### src/rtl/equalize_pkg.sv
// Shared types and constants for the histogram-equalisation output stage.
// Holds the FSM state enum, default widths and the level helper.
package equalize_pkg;

  localparam int CDF_W_DEF = 20;
  localparam int PIX_W_DEF = 8;
  localparam int TAG_W_DEF = 18;

  localparam int LEVELS = 1 << PIX_W_DEF;
  localparam int NUM_W  = CDF_W_DEF + PIX_W_DEF + 1;

  typedef enum logic [1:0] {
    IDLE,
    DIVIDE,
    DONE
  } state_t;

  function automatic int levels_max(input int pix_w);
    return (1 << pix_w) - 1;
  endfunction

endpackage

### src/rtl/equalize_divider.sv
// Restoring divider, one quotient bit per cycle, MSB first.
// Ports: start loads num/den, busy while iterating, done pulses with quo.
module equalize_divider
  import equalize_pkg::*;
#(
  parameter int CDF_W = CDF_W_DEF,
  parameter int PIX_W = PIX_W_DEF
) (
  input  logic                     clock,
  input  logic                     reset,
  input  logic                     start,
  input  logic [CDF_W+PIX_W:0]     num,
  input  logic [CDF_W-1:0]         den,
  output logic                     busy,
  output logic                     done,
  output logic [PIX_W-1:0]         quo
);

  localparam int CNT_W = $clog2(PIX_W + 1);

  logic [CDF_W:0]   rem;
  logic [PIX_W-1:0] low;
  logic [CDF_W-1:0] den_q;
  logic [CNT_W-1:0] cnt;
  logic [CDF_W+1:0] trial;
  logic [CDF_W+1:0] diff;
  logic             ge;

  // low holds the untouched numerator bits; quotient bits
  // shift in from the bottom as those bits are consumed.
  assign trial = {rem, low[PIX_W-1]};
  assign diff  = trial - {2'b00, den_q};
  assign ge    = trial >= {2'b00, den_q};
  assign quo   = low;

  always_ff @(posedge clock or posedge reset) begin
    if (reset) begin
      rem   <= '0;
      low   <= '0;
      den_q <= '0;
      cnt   <= '0;
      busy  <= 1'b0;
      done  <= 1'b0;
    end else begin
      done <= 1'b0;
      if (start) begin
        rem   <= num[CDF_W+PIX_W:PIX_W];
        low   <= num[PIX_W-1:0];
        den_q <= den;
        cnt   <= CNT_W'(PIX_W - 1);
        busy  <= 1'b1;
      end else if (busy) begin
        rem <= ge ? diff[CDF_W:0] : trial[CDF_W:0];
        low <= {low[PIX_W-2:0], ge};
        if (cnt == '0) begin
          busy <= 1'b0;
          done <= 1'b1;
        end else begin
          cnt <= cnt - 1'b1;
        end
      end
    end
  end

endmodule

### src/rtl/output_equalize_pipe.sv
// Equalised grey level from a pixel CDF, with rounding, clamping and tag.
// Ports: in_* valid/ready beat (cdf, cdf_min, total, tag); out_* result.
module output_equalize_pipe
  import equalize_pkg::*;
#(
  parameter int CDF_W = CDF_W_DEF,
  parameter int PIX_W = PIX_W_DEF,
  parameter int TAG_W = TAG_W_DEF
) (
  input  logic             clock,
  input  logic             reset,
  input  logic             in_valid,
  output logic             in_ready,
  input  logic [CDF_W-1:0] in_cdf,
  input  logic [CDF_W-1:0] in_cdf_min,
  input  logic [CDF_W-1:0] in_total,
  input  logic [TAG_W-1:0] in_tag,
  output logic             out_valid,
  input  logic             out_ready,
  output logic [PIX_W-1:0] out_pixel,
  output logic [TAG_W-1:0] out_tag
);

  localparam int NW = CDF_W + PIX_W + 1;
  localparam logic [PIX_W-1:0] PMAX = PIX_W'(levels_max(PIX_W));

  state_t           state;
  logic             under_q;
  logic             zden_q;
  logic             over_q;
  logic [TAG_W-1:0] tag_q;
  logic             accept;
  logic             under;
  logic             zden;
  logic             over;
  logic [CDF_W-1:0] d;
  logic [CDF_W-1:0] den;
  logic [NW-1:0]    num;
  logic             div_busy;
  logic             div_done;
  logic [PIX_W-1:0] quo;
  logic [PIX_W-1:0] pix_sel;

  assign accept = (state == IDLE) && in_valid && in_ready;
  assign under  = in_cdf < in_cdf_min;
  assign zden   = in_total == in_cdf_min;
  assign over   = in_cdf > in_total;
  assign d      = under ? '0 : in_cdf - in_cdf_min;
  assign den    = in_total - in_cdf_min;

  // d * (LEVELS-1) as a shift-subtract, plus den/2 so the
  // truncating divide rounds to nearest.
  assign num = {1'b0, d, {PIX_W{1'b0}}} - NW'(d) + NW'(den >> 1);

  equalize_divider #(
    .CDF_W (CDF_W),
    .PIX_W (PIX_W)
  ) u_div (
    .clock (clock),
    .reset (reset),
    .start (accept),
    .num   (num),
    .den   (den),
    .busy  (div_busy),
    .done  (div_done),
    .quo   (quo)
  );

  always_comb begin
    pix_sel = quo;
    priority case (1'b1)
      zden_q || under_q: pix_sel = '0;
      over_q:            pix_sel = PMAX;
      default:           pix_sel = quo;
    endcase
  end

  always_ff @(posedge clock or posedge reset) begin
    if (reset) begin
      state     <= IDLE;
      in_ready  <= 1'b0;
      out_valid <= 1'b0;
      out_pixel <= '0;
      out_tag   <= '0;
      tag_q     <= '0;
      under_q   <= 1'b0;
      zden_q    <= 1'b0;
      over_q    <= 1'b0;
    end else begin
      unique case (state)
        IDLE: begin
          in_ready <= 1'b1;
          if (accept) begin
            tag_q    <= in_tag;
            under_q  <= under;
            zden_q   <= zden;
            over_q   <= over;
            in_ready <= 1'b0;
            state    <= DIVIDE;
          end
        end
        DIVIDE: begin
          if (div_done && !div_busy) begin
            out_valid <= 1'b1;
            out_pixel <= pix_sel;
            out_tag   <= tag_q;
            state     <= DONE;
          end
        end
        DONE: begin
          if (out_ready) begin
            out_valid <= 1'b0;
            in_ready  <= 1'b1;
            state     <= IDLE;
          end
        end
        default: state <= IDLE;
      endcase
    end
  end

endmodule
### config.mk
export PLATFORM = sky130hd
export DESIGN_NAME = output_equalize_pipe
export DESIGN_NICKNAME = d
export VERILOG_FILES = /design/src/rtl/equalize_pkg.sv /design/src/rtl/equalize_divider.sv /design/src/rtl/output_equalize_pipe.sv
export SDC_FILE = /design/constraint.sdc
export NUM_CORES = 1
export LEC_CHECK = 0
export CAP_MARGIN = 20
export CORE_ASPECT_RATIO = 1.2
export CORE_UTILIZATION = 50
export DETAILED_ROUTE_END_ITERATION = 10
export GPL_TIMING_DRIVEN = 0
export HOLD_SLACK_MARGIN = 0.02
export PLACE_DENSITY = 0.81
export RECOVER_POWER = 100
export SETUP_SLACK_MARGIN = 0.15
export SLEW_MARGIN = 40
export SYNTH_ARGS = -nofsm -noshare
export SYNTH_HDL_FRONTEND = slang
export SYNTH_SLANG_ARGS = --single-unit
### constraint.sdc
create_clock -name clock -period 4.3 [get_ports clock]
set_input_delay 0.43 -clock clock [delete_from_list [all_inputs] [get_ports clock]]
set_output_delay 0.43 -clock clock [all_outputs]
set_load 0.03 [all_outputs]
# == Word-level counts from Yosys, hierarchy flattened ==
# Cells that the tools add are included.
# classes
n_mux,27
magnitude_cmp,3
reduce_logical,16
n_addsub,6
eq_ne,7
# op_table
op,n
two-way mux 21 bit,3
subtractor 20 bit,2
two-way mux 8 bit,4
adder 29 x 19 -> 29 bit,1
subtractor 28 x 20 -> 29 bit,1
>= comparator 22 x 20 -> 1 bit,1
subtractor 21 x 20 -> 21 bit,1
equality test 20 bit,1
greater-than comparator 20 bit,1
less-than comparator 20 bit,1
two-way mux 20 bit,1
two-way mux 4 bit,3
two-way mux 1 bit,10
inequality test 2 bit (second input constant),4
AND reduction 2 bit,4
two-way mux 2 bit,3
one-hot mux 2 bit (3 select lines),1
AND reduction 3 bit,2
nonzero test 2 bit,3
logical NOT 4 bit,1
one-hot mux 1 bit (2 select lines),2
subtractor 4 x 1 -> 4 bit (second input constant),1
logical AND 1 bit,3
equality test 2 x 1 -> 1 bit (second input constant),1
4 further kinds,4
# totals
input_bits,82
reg_bits,106

# == Depth between registers and ports, before layout ==
# Gate-level depths: netlist of the first run.
# depth
word_depth,5
mapped_depth,25
ltp_nobuf,25

# == Modules after synthesis ==
# From an unflattened synthesis of the first run, not the netlist that was laid out.
# hier_totals
hier_cells,1248
hier_area_um2,10078.4
# modules_own_cells
module,area_each_um2,n_inst,seq_area_each_um2,cells_per_inst
output_equalize_pipe,6441.2,1,1276.2,838
equalize_divider,3637.2,1,1376.3,410

# == Worst setup path before layout of the first run ==
# No wires, ideal clock.
# synth_timing
path_type,input -> register
startpoint,input port in_cdf[0]
endpoint,register u_div.rem[19]
cell_stages,24
arrival_ns,4.820
t_required_ns,4.158
setup_slack_ns,-0.662
setup_ns,0.142
cell_sequence,inv_1 > ha_1 > inv_1 > fa_1 > a211oi_1 > o21ai_1 > nand4_1 > a211oi_2 > o21bai_1 > a21oi_2 > clkbuf_1 > nand2_1 > fa_1 > inv_1 > ha_1 > a21o_1 > a21o_1 > nor3b_1 > a21oi_2 > a211oi_2 > o21ai_1 > o31ai_2 > xor2_1 > o221ai_1
# synth_via
elab_chain_len,5
word_cells_on_any_way,6
# synth_rtl
element,line_no,source
start: declaration,output_equalize_pipe.sv:14,"input logic [CDF_W-1:0] in_cdf,"
subtractor 20 bit / less-than comparator 20 bit (equally long branches),"output_equalize_pipe.sv:48, output_equalize_pipe.sv:45",
two-way mux 20 bit (*),output_equalize_pipe.sv:48,assign d = under ? '0 : in_cdf - in_cdf_min;
subtractor 28 x 20 -> 29 bit (*),output_equalize_pipe.sv:53,"assign num = {1'b0, d, {PIX_W{1'b0}}} - NW'(d) + NW'(den >> 1);"
adder 29 x 19 -> 29 bit (*),output_equalize_pipe.sv:53,
two-way mux 21 bit (*),equalize_divider.sv:46,if (start) begin
end signal: assignment,equalize_divider.sv:47,rem <= num[CDF_W+PIX_W:PIX_W];
end signal: assignment,equalize_divider.sv:53,rem <= ge ? diff[CDF_W:0] : trial[CDF_W:0];
end: declaration,equalize_divider.sv:21,logic [CDF_W:0] rem;
# Every way passes the cells marked *; elsewhere a longest branch is shown, timed or not.
# A chain may end at the register's enable or synchronous reset.

# == Worst setup path in the final report of the first run ==
# layout_timing
startpoint,input port in_cdf[0]
endpoint,register u_div.rem[14]
# Same word-level chain as after synthesis.

==> out/metrics.yaml, run 1 <==
status: "finished with violations"
violations: "capacitance limit, slew limit, setup timing"
hold_violations: 0
p_per_area_nw_per_um2: 713
ctsRootBufferMaster: "clkbuf_16"
clk_pin_slew_ns: 0.08
vias: 9999
worstSkewPairLatency_ns: 0.36
cts_buffer_depth: 2
worstPathMaxFanout: 5
slew_viol_final: 50
synth_area_leaders: "dfrtp_1 (27%), ha_1 (15%), nand2_1 (8.3%)"
cap_violations: 1
rsz0062_at_grt: "yes"
holdBufCountCts: 0
port_buffers: 109
leakage_nw: 6.25
die_area_um2: 20100
yosys_warnings: 0
cts_tree: "yes"
die_y_um: 155
gp_congestion: 0.926
multi_input_area_um2: 7460
syn_area_per_cell_um2: 8.09
synthArstFlopShare_pct: 100
antenna_found_initial: 0
irDropWorstVdd_uv: 321
die_w_um: 130
synthCells: 1206
coreArea_um2: 19000
finalNetCount: 1620
ys_seq_area_share_pct: 27.2
setup_ws_ns: -0.710
cts_buffers: 9
synth-seq-cells: 106
dp_hpwl_um: 21500
period_share_pct: 117
grt_pass1_vias: 10000
rrSetupSlack_ns: 1.13
h-tree-depth: 3
first_pass_iters: 6
tightestPinTransition_ns: 2.07
maxSlewHeadroom_pct: -39.1
drive_gt1_share_pct: 19.3
drt_iter0_drc: 846
arrival_ns: 5.25
crit_type: "input pin to flip-flop"
viasPerCell: 5.99
fmax_ghz: 0.200
ys_types: 76
setup.worst_path.start_class: "input pin"
critPathCapture: "u_div.rem[14]"
finalSetupViolations: 18
layout_min_cycle_time_ns: 5.01
n_antenna_cell: 0
crit_path_end_kind: "flip-flop"
regArea_um2: 2650
synth-main-ff-cell: "dfrtp_1"
start_util_pct: 51.4
areaGrowthSynthToFinish_pct: 34.3
finClkSkew_ns: 0.0104
placementRows: 55
timing.setup.tns_ns: -8.06
timing.rr.start: "u_div.quo[7]"
drt-total-wl_um: 31000
grt_pass1_wl_um: 48300
post-synth-top-area-fraction_pct: 27.2
rr_endpoint: "u_div.rem[14]"
synth_edf_count: 0
worstPathRequired_ns: 4.54
grt_max_degree: 59
final_antenna_net_count: 0
fillers: 1443
hold_path.class: "flip-flop to flip-flop"
grtUsageTotal_pct: 30.5
setup.worst_path.start: "in_cdf[0]"
syn-cell-area_um2: 9760
gr-total-overflow: 0
whs_ns: 0.469
reg2reg_depth: 12
synth.net_count: 1418
wire_per_inst_um: 18.6
boundaryPins: 110
drcViolationCount: 0
cts.sinks: 106
synth_top_area_cell: "dfrtp_1"
Yosys cell counts (all sizes together) (18+ instances only):
library cell,instances
a21o,37
a21oi,78
clkbuf,27
dfrtp,106
ha,116
inv,116
mux2i,21
nand2,217
nand3,19
nor2,55
o21a,18
o21ai,103
xnor2,37
xor2,29
report_power, final:
part           internal (mW)  leakage [nW]  switching (mW)
Clock                  0.423         0.152           0.442
Sequential              1.47          1.31           0.295
Combinational           2.99          4.78            3.72
Total                   4.88          6.25            4.46
per-layer routing:
layer	up-vias	GRT usage [%]	part of all wire, %
met3	148	3.13	5.0
li1	4615	-	-
met1	4754	34.0	37
met5	-	0	0
met2	482	55.9	51
met4	0	17.7	6.3
worst max-delay path: stages:
cell and delay, ns:
buf_8 0.11, inv_12 0.04, ha_4 0.13, inv_4 0.04, fa_2 0.42, a211oi_4 0.30, o21ai_2 0.10, nand4_1 0.19
a211oi_2 0.12, o21bai_2 0.21, a21oi_4 0.13, buf_6 0.15, clkbuf_16 0.14, and2_4 0.14, fa_1 0.49, inv_2 0.05
ha_4 0.24, a21oi_4 0.16, o21ai_2 0.07, or3_1 0.35, o211a_1 0.25, o21a_4 0.26, o21ai_4 0.20, o21ai_2 0.08
xor2_1 0.16, mux2_4 0.27
worst min-delay path by stage:
| stage | start | endpoint | slack, ns | depth (start not counted) |
|---|---|---|---|---|
| 2_1_floorplan | tag_q[0] | out_tag[0] | 0.44 | 2 |
| 3_3_place_gp | tag_q[9] | out_tag[9] | 0.45 | 2 |
| 3_5_place_dp | tag_q[9] | out_tag[9] | 0.46 | 2 |
| 4_1_cts | tag_q[9] | out_tag[9] | 0.47 | 2 |
| 5_1_grt | out_tag[0] | out_tag[0] | 0.50 | 2 |
| 6_report | out_tag[0] | out_tag[0] | 0.47 | 2 |
through the flow:
| stage | utilization (%) | area, µm² | worst slack [ns] | std cells | power, mW |
|---|---|---|---|---|---|
| final | 69.0 | 13100 | -0.710 | 1669 | 9.34 |
| after global routing | 69.0 | 13100 | -0.840 | 1669 | 9.99 |
| after detailed placement | 60.3 | 11400 | -1.92 | 1572 | 7.48 |
| after CTS | 67.1 | 12700 | -0.525 | 1652 | 8.83 |
| after floorplan | - | 9990 | -0.347 | 1206 | 6.07 |
| after global placement | 60.1 | 11400 | -1.89 | 1571 | 7.31 |
cell usage in the layout, fill, tap and decap left out, types with 9 or more instances in the layout:
cell,Yosys,final
a21o_1,37,37
a21oi_1,75,58
a21oi_2,2,16
a31oi_1,10,9
buf_4,1,76
clkbuf_1,27,26
clkbuf_16,0,10
clkdlybuf4s15_1,0,10
clkdlybuf4s50_1,0,49
dfrtp_1,106,106
dlygate4sd2_1,0,15
dlygate4sd3_1,0,30
fa_1,14,10
ha_1,116,80
ha_4,0,33
inv_1,116,95
inv_2,0,17
mux2i_1,21,21
nand2_1,217,211
nand2b_1,16,15
nand3_1,19,15
nand4_1,13,13
nor2_1,55,51
nor2b_1,13,11
nor3_1,17,16
o21a_1,17,16
o21ai_0,84,76
o21ai_1,16,14
o21ai_2,3,12
o21bai_1,11,10
xnor2_1,37,34
xor2_1,29,26
state kept, by name (all words and copies together) (netlist names), 2 cells and up:
| name | cells |
|---|---|
| u_div.cnt | 4 |
| out_tag | 18 |
| u_div.rem | 21 |
| u_div.quo | 8 |
| tag_q | 18 |
| state | 2 |
| out_pixel | 8 |
| u_div.den_q | 20 |
timing repair:
item,in CTS,in global routing
resized for setup,155,56
pin swaps,82,45
setup endpoints to repair,27,23
setup buffers,64,17
cells by family after synthesis:
family	after synthesis	synth area share, %
flip-flops	106	27.2
AND/OR/NAND/NOR	400	18.6
AO/OA/AOI/OAI	331	22.2
XOR/XNOR	66	5.92
adder cells (fa/ha/maj)	130	17.7
multiplexers	24	2.50
buffers and inverters	149	5.86
cell type report:
| class | instances | area share, % |
|---|---|---|
| plain buffers | 33 | 1.32 |
| clock buffers | 9 | 1.72 |
| clock inverters | 7 | 0.697 |
| inverters | 116 | 3.48 |
| multi-input cells | 951 | 57.0 |
| flip-flops and latches | 106 | 20.3 |
| well taps | 256 | 2.45 |
| repair buffers | 191 | 13.1 |
No activity file was read; power rests on OpenSTA's default activity.
==> run 2, diff against run 1 <==
CAP_MARGIN = not set   (was 20)
DONT_BUFFER_PORTS = 1   (was not set)
PLACE_DENSITY = 0.74   (was 0.81)
==> run 2 against run 1 <==
  * Total power decreased by 8.5%
  * The flow still finishes with violations (capacitance limit, slew limit, setup timing)
  * Clock skew about the same
  * Wire length down 14%
  * Highest routed layer unchanged
  * Combinational power decreased by 14%
  * Critical path type unchanged
  * Clock power is 3.2% lower
==> out/metrics.yaml, run 2 (same netlist as run 1, synthesis figures left out) <==
status: "finished with violations"  # unchanged
violations: "capacitance limit, slew limit, setup timing"  # unchanged
die_w_um: 130  # unchanged
top_register: "u_div.rem"  # unchanged
fillers: 1722  # was 1443
reg2reg_depth: 12  # unchanged
port_buffers: 0  # was 109
leakage_nw: 5.47  # was 6.25 nW
min_path_cells: 2  # unchanged
grt_pass1_vias: 8712  # was 10000
hold_violations: 0  # unchanged
hold_path.startpoint: "in_tag[16]"  # was out_tag[0]
vias: 8687  # was 9999
slew_viol_final: 57  # was 50
die_y_um: 155  # unchanged
cts_tree: "yes"  # unchanged
tightestPinTransition_ns: 2.41  # was 2.07 ns
grtUsageTotal_pct: 26.9  # was 30.5%
antenna_found_initial: 0  # unchanged
fmax_ghz: 0.208  # was 0.200 GHz
hold_path.class: "input pin to flip-flop"  # was flip-flop to flip-flop
design_area_um2: 11300  # was 13100 µm²
setup_ws_ns: -0.509  # was -0.710 ns
grtUsageMet2_pct: 49.3  # was 55.9%
worstSkewPairLatency_ns: 0.36  # about the same
grt_use_met1_pct: 30.8  # was 34.0%
layout_min_cycle_time_ns: 4.81  # was 5.01 ns
timing.rr.start: "u_div.quo[7]"  # unchanged
boundaryPins: 110  # unchanged
drcViolationCount: 0  # unchanged
placementRows: 55  # unchanged
worstPathRequired_ns: 4.51  # was 4.54 ns
n_antenna_cell: 0  # unchanged
rr_endpoint: "u_div.rem[14]"  # unchanged
rsz0062_at_grt: "yes"  # unchanged
placed_area_um2: 10400  # was 11400 µm²
finClkSkew_ns: 0.0109  # was 0.0104 ns
drive_gt1_share_pct: 13.2  # was 19.3%
combinationalPowerShare_pct: 67.3  # was 71.9%
timing.setup.tns_ns: -4.75  # was -8.06 ns
maxSlewHeadroom_pct: -61.4  # was -39.1%
ctsRootBufferMaster: "clkbuf_16"  # unchanged
dp_hpwl_um: 21100  # was 21500 µm
layout_common_cells: "nand2_1 (212), inv_1 (106), dfrtp_1 (106)"  # was nand2_1 (211), dfrtp_1 (106), inv_1 (95)
layout_commonest_cell: "nand2_1"  # unchanged
drt_iter0_drc: 425  # was 846
grt_max_degree: 57  # was 59
crit_path_end_kind: "flip-flop"  # unchanged
top_regs: "u_div.rem x21, u_div.den_q x20"  # unchanged
cts_buffer_depth: 2  # unchanged
switching_power_mw: 4.09  # was 4.46 mW
gr-usage-met3_pct: 3.13  # unchanged
start_util_pct: 51.4  # unchanged
h-tree-depth: 3  # unchanged
rrSetupSlack_ns: 1.17  # was 1.13 ns
cts_buffers: 9  # unchanged
viasPerCell: 5.71  # was 5.99
largest_reg_flops: 21  # unchanged
power_frac_clock_pct: 9.8  # was 9.3%
first_pass_iters: 5  # was 6
gr-total-overflow: 0  # unchanged
die_area_um2: 20100  # unchanged
coreArea_um2: 19000  # unchanged
areaGrowthSynthToFinish_pct: 15.4  # was 34.3%
finalSetupViolations: 14  # was 18
cap_violations: 1  # unchanged
cts.sinks: 106  # unchanged
grt_pass1_wl_um: 42400  # was 48300 µm
arrival_ns: 5.02  # was 5.25 ns
setup.worst_path.start_class: "input pin"  # unchanged
finalNetCount: 1472  # was 1620
gp_congestion: 0.923  # was 0.926
p_seq_share_pct: 23.0  # was 18.9%
worstPathMaxFanout: 4  # was 5
setup.worst_path.start: "in_cdf[0]"  # unchanged
drt-total-wl_um: 26500  # was 31000 µm
crit_type: "input pin to flip-flop"  # unchanged
period_share_pct: 112  # was 117%
p_sw_share_pct: 47.9  # was 47.7%
clk_pin_slew_ns: 0.08  # about the same
p_int_mw: 4.45  # was 4.88 mW
wire_per_inst_um: 17.4  # was 18.6 µm
busiest_layer: "met2"  # unchanged
irDropWorstVdd_uv: 311  # was 321 µV
p_per_area_nw_per_um2: 759  # was 713 nW/µm²
final_antenna_net_count: 0  # unchanged
holdPathEnd: "tag_q[16]"  # was out_tag[0]
-- run 2: worst max-delay path by stage --
stage                    endpoint  cells past startpoint
floorplan           u_div.rem[19]                     20
global placement    u_div.rem[19]                     21
detailed placement  u_div.rem[19]                     22
CTS                 u_div.rem[19]                     22
global route        u_div.rem[18]                     23
finish              u_div.rem[19]                     23
-- run 2: worst max-delay path, stage by stage --
cell	delay, ns
inv_12	0.02
ha_4	0.15
inv_2	0.05
fa_2	0.22
a211oi_2	0.08
o21ai_1	0.18
nand4_1	0.28
a211oi_2	0.32
o21bai_2	0.11
a21oi_4	0.28
or3b_4	0.46
fa_1	0.52
inv_1	0.04
ha_2	0.16
a21o_1	0.17
a21o_1	0.22
nor3b_2	0.20
a21oi_2	0.11
a211oi_4	0.34
o21ai_2	0.13
o31ai_2	0.20
xor2_1	0.22
o221ai_1	0.12
-- run 2: per-stage QoR --
| stage | setup slack [ns] | hold WS (ns) | utilization (%) | cells | total power, mW |
|---|---|---|---|---|---|
| final | -0.509 | 0.171 | 59.3 | 1521 | 8.55 |
| after global routing | -0.645 | 0.166 | 59.3 | 1521 | 9.26 |
| after CTS | -0.457 | 0.166 | 57.9 | 1502 | 8.25 |
| after detailed placement | -1.35 | 0.325 | 54.5 | 1463 | 7.19 |
| after global placement | -1.35 | 0.447 | 54.3 | 1462 | 7.06 |
| after floorplan | -0.347 | 0.439 | - | 1206 | 6.07 |
-- run 2: what timing repair did --
item | CTS | global route
buffers inserted | 22 | 19
pin swaps | 36 | 29
cloned | 0 | 0
setup endpoints to repair | 23 | 20
resized for setup | 34 | 27
hold buffers | 1 | 0
endpoints found under the hold margin | 55 | 0
-- run 2: power groups by stage --
stage          clock [mW]  combinational [mW]  sequential, mW
2_1_floorplan           0                4.18            1.89
3_3_place_gp            0                5.11            1.95
3_5_place_dp            0                5.21            1.98
4_1_cts             0.843                5.44            1.96
5_1_grt             0.884                6.35            2.02
6_report            0.837                5.75            1.96
-- run 2: layer usage --
layer,routed length (µm),up-vias,part of all wire (%)
met5,0,-,0
li1,-,4310,-
met4,1090,0,4.1
met1,10800,4091,41
met2,13600,225,51
met3,1060,61,4.0
-- run 2: layout make-up --
type / count / area, µm² / area share, %
flip-flops and latches: 106 / 2650 / 23.6
well taps: 256 / 320 / 2.84
repair buffers: 43 / 334 / 2.97
clock buffers: 9 / 225 / 2.00
inverters: 116 / 455 / 4.04
clock inverters: 7 / 80.1 / 0.711
plain buffers: 33 / 169 / 1.50
multi-input cells: 951 / 7020 / 62.4
==> run 3, diff against run 2 <==
TNS_END_PERCENT = 10   (was not set)
==> run 3 against run 2 <==
  * The run still ends with capacitance limit, slew limit, setup timing left
  * Sequential power about the same
  * Clock skew about the same
  * Non-clock buffer count decreased by 10
  * Sequential share of layout area increased by 0.19 points
  * Via count increased by 0.37%
  * Worst setup slack about the same
  * Hold slack improved by 0.0068 ns
  * Register-to-register slack got worse by 0.02 ns
  * Clock power decreased by 2%
  * Core utilization decreased by 0.48 points
  * Critical path type unchanged
  * Largest cell class unchanged
==> out/metrics.yaml, run 3 (same netlist as run 1, synthesis figures left out) <==
layout_common_cells: "nand2_1 (213), inv_1 (108), dfrtp_1 (106)"  # was nand2_1 (212), inv_1 (106), dfrtp_1 (106)
irDropWorstVdd_uv: 313  # was 311 µV
n_antenna_cell: 0  # unchanged
arrival_ns: 5.01  # was 5.02 ns
cts_tree: "yes"  # unchanged
finalNetCount: 1462  # was 1472
cp_slowest_stage_delay_ns: 0.49  # was 0.52 ns
drcViolationCount: 0  # unchanged
clk_pin_slew_ns: 0.08  # about the same
status: "finished with violations"  # unchanged
gr-total-overflow: 0  # unchanged
crit_type: "input pin to flip-flop"  # unchanged
wire_per_inst_um: 17.5  # was 17.4 µm
placementRows: 55  # unchanged
holdPathEnd: "tag_q[11]"  # was tag_q[16]
maxSlewHeadroom_pct: -46.1  # was -61.4%
boundaryPins: 110  # unchanged
timing.rr.start: "u_div.quo[7]"  # unchanged
grt_pass1_wl_um: 42500  # was 42400 µm
hold_path.class: "input pin to flip-flop"  # unchanged
first_pass_iters: 5  # unchanged
areaGrowthSynthToFinish_pct: 14.5  # was 15.4%
finClkSkew_ns: 0.0112  # was 0.0109 ns
dp_hpwl_um: 20800  # was 21100 µm
fmax_ghz: 0.208  # about the same
gp_congestion: 0.905  # was 0.923
instances_no_fill: 1511  # was 1521
tightestPinTransition_ns: 2.18  # was 2.41 ns
die_y_um: 155  # unchanged
top_regs: "u_div.rem x21, u_div.den_q x20"  # unchanged
grtUsageTotal_pct: 27.0  # was 26.9%
viasPerCell: 5.77  # was 5.71
hold_violations: 0  # unchanged
antenna_found_initial: 0  # unchanged
cts.sinks: 106  # unchanged
drt_iter0_drc: 466  # was 425
p_per_area_nw_per_um2: 758  # was 759 nW/µm²
slowest_stage: "fa_1"  # unchanged
regArea_um2: 2650  # unchanged
vias: 8719  # was 8687
setup.worst_path.start_class: "input pin"  # unchanged
worstSkewPairLatency_ns: 0.35  # was 0.36 ns
cts_buffer_depth: 2  # unchanged
rrSetupSlack_ns: 1.15  # was 1.17 ns
fillers: 1701  # was 1722
die_area_um2: 20100  # unchanged
ctsRootBufferMaster: "clkbuf_16"  # unchanged
grt_max_degree: 57  # unchanged
crit_path_end_kind: "flip-flop"  # unchanged
h-tree-depth: 3  # unchanged
rsz0062_at_grt: "yes"  # unchanged
period_share_pct: 112  # about the same
crit_buf_inv: 3  # unchanged
setup_ws_ns: -0.510  # was -0.509 ns
start_util_pct: 51.4  # unchanged
violations: "capacitance limit, slew limit, setup timing"  # unchanged
drt-total-wl_um: 26500  # about the same
final_core_util_pct: 58.8  # was 59.3%
dpl.cell_count: 1463  # unchanged
top_register: "u_div.rem"  # unchanged
rr_endpoint: "u_div.rem[14]"  # unchanged
layout_commonest_cell: "nand2_1"  # unchanged
leakage_nw: 5.41  # was 5.47 nW
port_buffers: 0  # unchanged
worstPathRequired_ns: 4.50  # was 4.51 ns
cp_cell_sequence: "inv_4 > ha_4 > inv_2 > fa_2 > a211oi_4 > o21ai_2 > nand4_1 > a211oi_2 > o21bai_1 > a21oi_4 > or3b_4 > fa_1 > inv_1 > ha_2 > a21o_1 > a21o_4 > nor3b_4 > a21oi_4 > a211oi_4 > o21ai_2 > o31ai_2 > xor2_1 > o221ai_1"  # was inv_12 > ha_4 > inv_2 > fa_2 > a211oi_2 > o21ai_1 > nand4_1 > a211oi_2 > o21bai_2 > a21oi_4 > or3b_4 > fa_1 > inv_1 > ha_2 > a21o_1 > a21o_1 > nor3b_2 > a21oi_2 > a211oi_4 > o21ai_2 > o31ai_2 > xor2_1 > o221ai_1
multi_input_area_um2: 7020  # about the same
coreArea_um2: 19000  # unchanged
hold_path.startpoint: "in_tag[11]"  # was in_tag[16]
crit_cells: 23  # unchanged
min_path_cells: 2  # unchanged
cap_violations: 1  # unchanged
drive_gt1_share_pct: 11.9  # was 13.2%
grt_pass1_vias: 8580  # was 8712
slew_viol_final: 52  # was 57
largest_reg_flops: 21  # unchanged
crit_family: "compound AO/OA/AOI/OAI gates"  # unchanged
worstPathMaxFanout: 6  # was 4
reg2reg_depth: 12  # unchanged
layout_min_cycle_time_ns: 4.81  # about the same
die_w_um: 130  # unchanged
finalSetupViolations: 15  # was 14
cts_buffers: 9  # unchanged
final_antenna_net_count: 0  # unchanged
## run 3: metrics by stage
stage | TNS (ns) | total power, mW | setup WS [ns] | hold WS, ns | area (µm²)
CTS | -4.12 | 8.22 | -0.420 | 0.174 | 11000
detailed placement | -22.02 | 7.11 | -1.41 | 0.308 | 10300
global placement | -22.70 | 7.00 | -1.43 | 0.446 | 10200
floorplan | -2.76 | 6.02 | -0.360 | 0.439 | 9910
finish | -5.18 | 8.47 | -0.510 | 0.177 | 11200
global route | -7.30 | 9.17 | -0.696 | 0.171 | 11200
## run 3: per-layer routing
layer / track usage (%) / wire, µm / up-vias
li1: - / - / 4298
met1: 31.1 / 10800 / 4088
met2: 49.6 / 13500 / 264
met3: 3.03 / 1100 / 69
met4: 11.8 / 1120 / 0
met5: 0 / 0 / -
## run 3: cell type report
class	count	area share [%]
buffer	33	1.51
clock buffer	9	2.02
clock inverter	7	0.616
inverter	116	3.97
multi-input combinational	951	62.8
sequential	106	23.7
tap	256	2.87
timing repair buffer	33	2.43
## run 3: how the worst max path moves through the flow
stage | startpoint | to | slack [ns]
2_1_floorplan | in_cdf_min[1] | u_div.rem[19] | -0.36
3_3_place_gp | in_cdf_min[9] | u_div.rem[19] | -1.43
3_5_place_dp | in_cdf_min[9] | u_div.rem[19] | -1.41
4_1_cts | in_cdf_min[1] | u_div.rem[18] | -0.42
5_1_grt | in_cdf_min[9] | u_div.rem[19] | -0.70
6_report | in_cdf[0] | u_div.rem[19] | -0.51
## run 3: power breakdown
part / switching [mW] / total (mW) / internal [mW]
clock: 0.411 / 0.820 / 0.409
combinational: 3.16 / 5.69 / 2.53
sequential: 0.499 / 1.96 / 1.46
total: 4.07 / 8.47 / 4.40
## run 3: worst register-to-register path, cell delays in order, from the launching register on
cell and delay [ns]:
dfrtp_1 0.38, inv_1 0.07, ha_1 0.23, fa_1 0.42, and2b_1 0.23, o2111ai_1 0.14
and3_4 0.23, o21a_4 0.23, a21oi_4 0.14, o21ai_2 0.19, or3b_1 0.45, a31oi_1 0.21
mux2_2 0.17
## run 3: timing repair
item | CTS | global route
hold buffers | 1 | 0
pin swaps | 31 | 16
gates resized for setup | 41 | 27
setup endpoints to repair | 24 | 20
endpoints found under the hold margin | 50 | 0
setup buffers | 22 | 9
gates cloned | 0 | 0
==> RTL change (flow settings as in run 1) <==
The 3 states of `state_t` get a one-hot encoding in 3 bits.
--- a/src/rtl/equalize_pkg.sv
+++ b/src/rtl/equalize_pkg.sv
@@ -9,10 +9,10 @@
   localparam int LEVELS = 1 << PIX_W_DEF;
   localparam int NUM_W  = CDF_W_DEF + PIX_W_DEF + 1;
 
-  typedef enum logic [1:0] {
-    IDLE,
-    DIVIDE,
-    DONE
+  typedef enum logic [2:0] {
+    IDLE   = 3'b001,
+    DIVIDE = 3'b010,
+    DONE   = 3'b100
   } state_t;
 
   function automatic int levels_max(input int pix_w);
Formal check against the unedited RTL: same outputs for any inputs over 10 cycles, from zero or initial values and one cycle with reset high; not proved beyond that.
==> RTL change against run 1 <==
  * The run still ends with capacitance limit, slew limit, setup timing left
  * Critical path depth shrank 5
  * Clock skew shrank 0.00079 ns
  * Clock power shrank 6.6%
  * Critical endpoint is now u_div.rem[18]
  * Highest routed layer unchanged
  * Global-route usage grew 1.5 points
  * Sequential cell count grew 1
  * Setup slack lost 0.21 ns
  * Wire length grew 16%
  * Cell area grew 4.8%
  * Synthesized cell count shrank 1.2%
  * Sequential power shrank 43%
  * Area after synthesis grew 2.0%
  * Power shrank 42%
  * Sequential share of layout area shrank 0.73 points
==> RTL change: results <==
{
  "grt_pass1_vias": 10466,
  "clock_skew_ns": 0.00965,
  "grt_pass1_wl_mm": 51.0,
  "rrSetupSlack_ns": 1.04,
  "tightest_slew_ns": 2.29,
  "vias_per_cell": 6.37,
  "routabilityCongestion": 0.918,
  "peakVddDrop_mv": 0.214,
  "yosys.area.top_type_share_pct": 26.7,
  "finalWirelength_mm": 36.0,
  "detailed_place_hpwl_mm": 21.4,
  "cp.arrival_ns": 5.43,
  "dpl_cell_area_um2": 11600,
  "nNetsFinal": 1615,
  "grt_start_max_net_pins": 55,
  "internal-power_mw": 3.09,
  "setup_ws_ns": -0.918,
  "slew_viol_final": 55,
  "outcome": "finished, violations left",
  "synth_nets": 1404,
  "initialDrtViolationCount": 1117,
  "grtUsageTotal_pct": 32.1,
  "drv_cap": 1,
  "drive_gt1_share_pct": 24.0,
  "powerComb_mw": 3.62,
  "violations": "capacitance limit, slew limit, setup timing",
  "finalSetupViolations": 20,
  "clkPwrFrac_pct": 14.9,
  "n_fill_cell": 1330,
  "cellLeakagePower_nw": 6.33
}
-- RTL change: cell types whose count changed after synthesis, moves of 13 or more --
cell / before / now
o21ai_0: 84 / 67
o21ai_1: 16 / 35
mux2_2: 2 / 19
nand2_1: 217 / 154
nor2_1: 55 / 68
-- RTL change: final cells by class --
cell class	instances	area share, %
Timing Repair Buffer	200	13.3
Tap cell	261	2.38
Sequential cell	107	19.5
Inverter	113	3.23
Clock buffer	9	1.64
Buffer	38	1.50
Multi-Input combinational cell	934	57.9
Clock inverter	7	0.501
-- RTL change: layer usage --
metal	wire length [um]	GRT usage [%]
met2	17200	56.3
met1	13100	36.3
met4	2890	19.5
met3	2900	4.58
met5	0	0
-- RTL change: critical path, stage by stage --
cell	delay [ns]
clkdlybuf4s50_1	0.53
ha_4	0.24
a21o_1	0.20
a21oi_2	0.21
a21oi_2	0.10
nor2_4	0.23
a21boi_1	0.11
o21ai_1	0.19
nor3b_1	0.56
or2_1	0.23
fa_1	0.42
inv_2	0.08
ha_4	0.23
a21o_1	0.22
a211oi_2	0.30
o21ai_2	0.14
o2111ai_4	0.29
a211oi_2	0.12
or3_1	0.38
a21oi_2	0.15
a31oi_1	0.06
-- RTL change: path summary, 6_finish.rpt --
check | startpoint | end | cells past startpoint
setup / recovery | in_total[3] | u_div.rem[18] | 21
hold / removal | tag_q[10] | tag_q[10] | 2
setup reg to reg | u_div.quo[7] | u_div.rem[16] | 11
hold reg to reg | tag_q[10] | tag_q[10] | 2
max in group asynchronous | reset | out_tag[0] | 3
min in group asynchronous | reset | out_tag[16] | 2
-- RTL change: logic make-up (layout without fill, tap and decap cells) --
kind of cell | Yosys count | in the layout | synth area share, %
flip-flops | 107 | 107 | 26.9
multiplexers | 39 | 39 | 4.16
buffers and inverters | 151 | 367 | 5.79
XOR/XNOR | 64 | 64 | 5.63
adder cells (fa/ha/maj) | 130 | 130 | 17.4
AO/OA/AOI/OAI | 359 | 359 | 24.2
AND/OR/NAND/NOR | 342 | 342 | 15.9
-- RTL change: what timing repair did --
item                       in CTS  in global routing
cloned                          1                  0
setup endpoints to repair      26                 23
pin swaps                      97                 45
gates resized for setup       210                 61
buffers inserted               72                 17
-- RTL change: metrics by stage --
step | setup slack (ns) | utilization (%) | total power [mW] | setup TNS, ns | std cells
floorplan | -0.463 | - | 2.64 | -4.16 | 1192
global placement | -1.79 | 59.3 | 3.06 | -77.14 | 1562
detailed placement | -1.84 | 59.4 | 3.10 | -32.83 | 1563
CTS | -0.582 | 68.6 | 4.62 | -5.13 | 1652
global route | -0.985 | 70.2 | 5.59 | -13.61 | 1669
finish | -0.918 | 70.2 | 5.44 | -12.00 | 1669
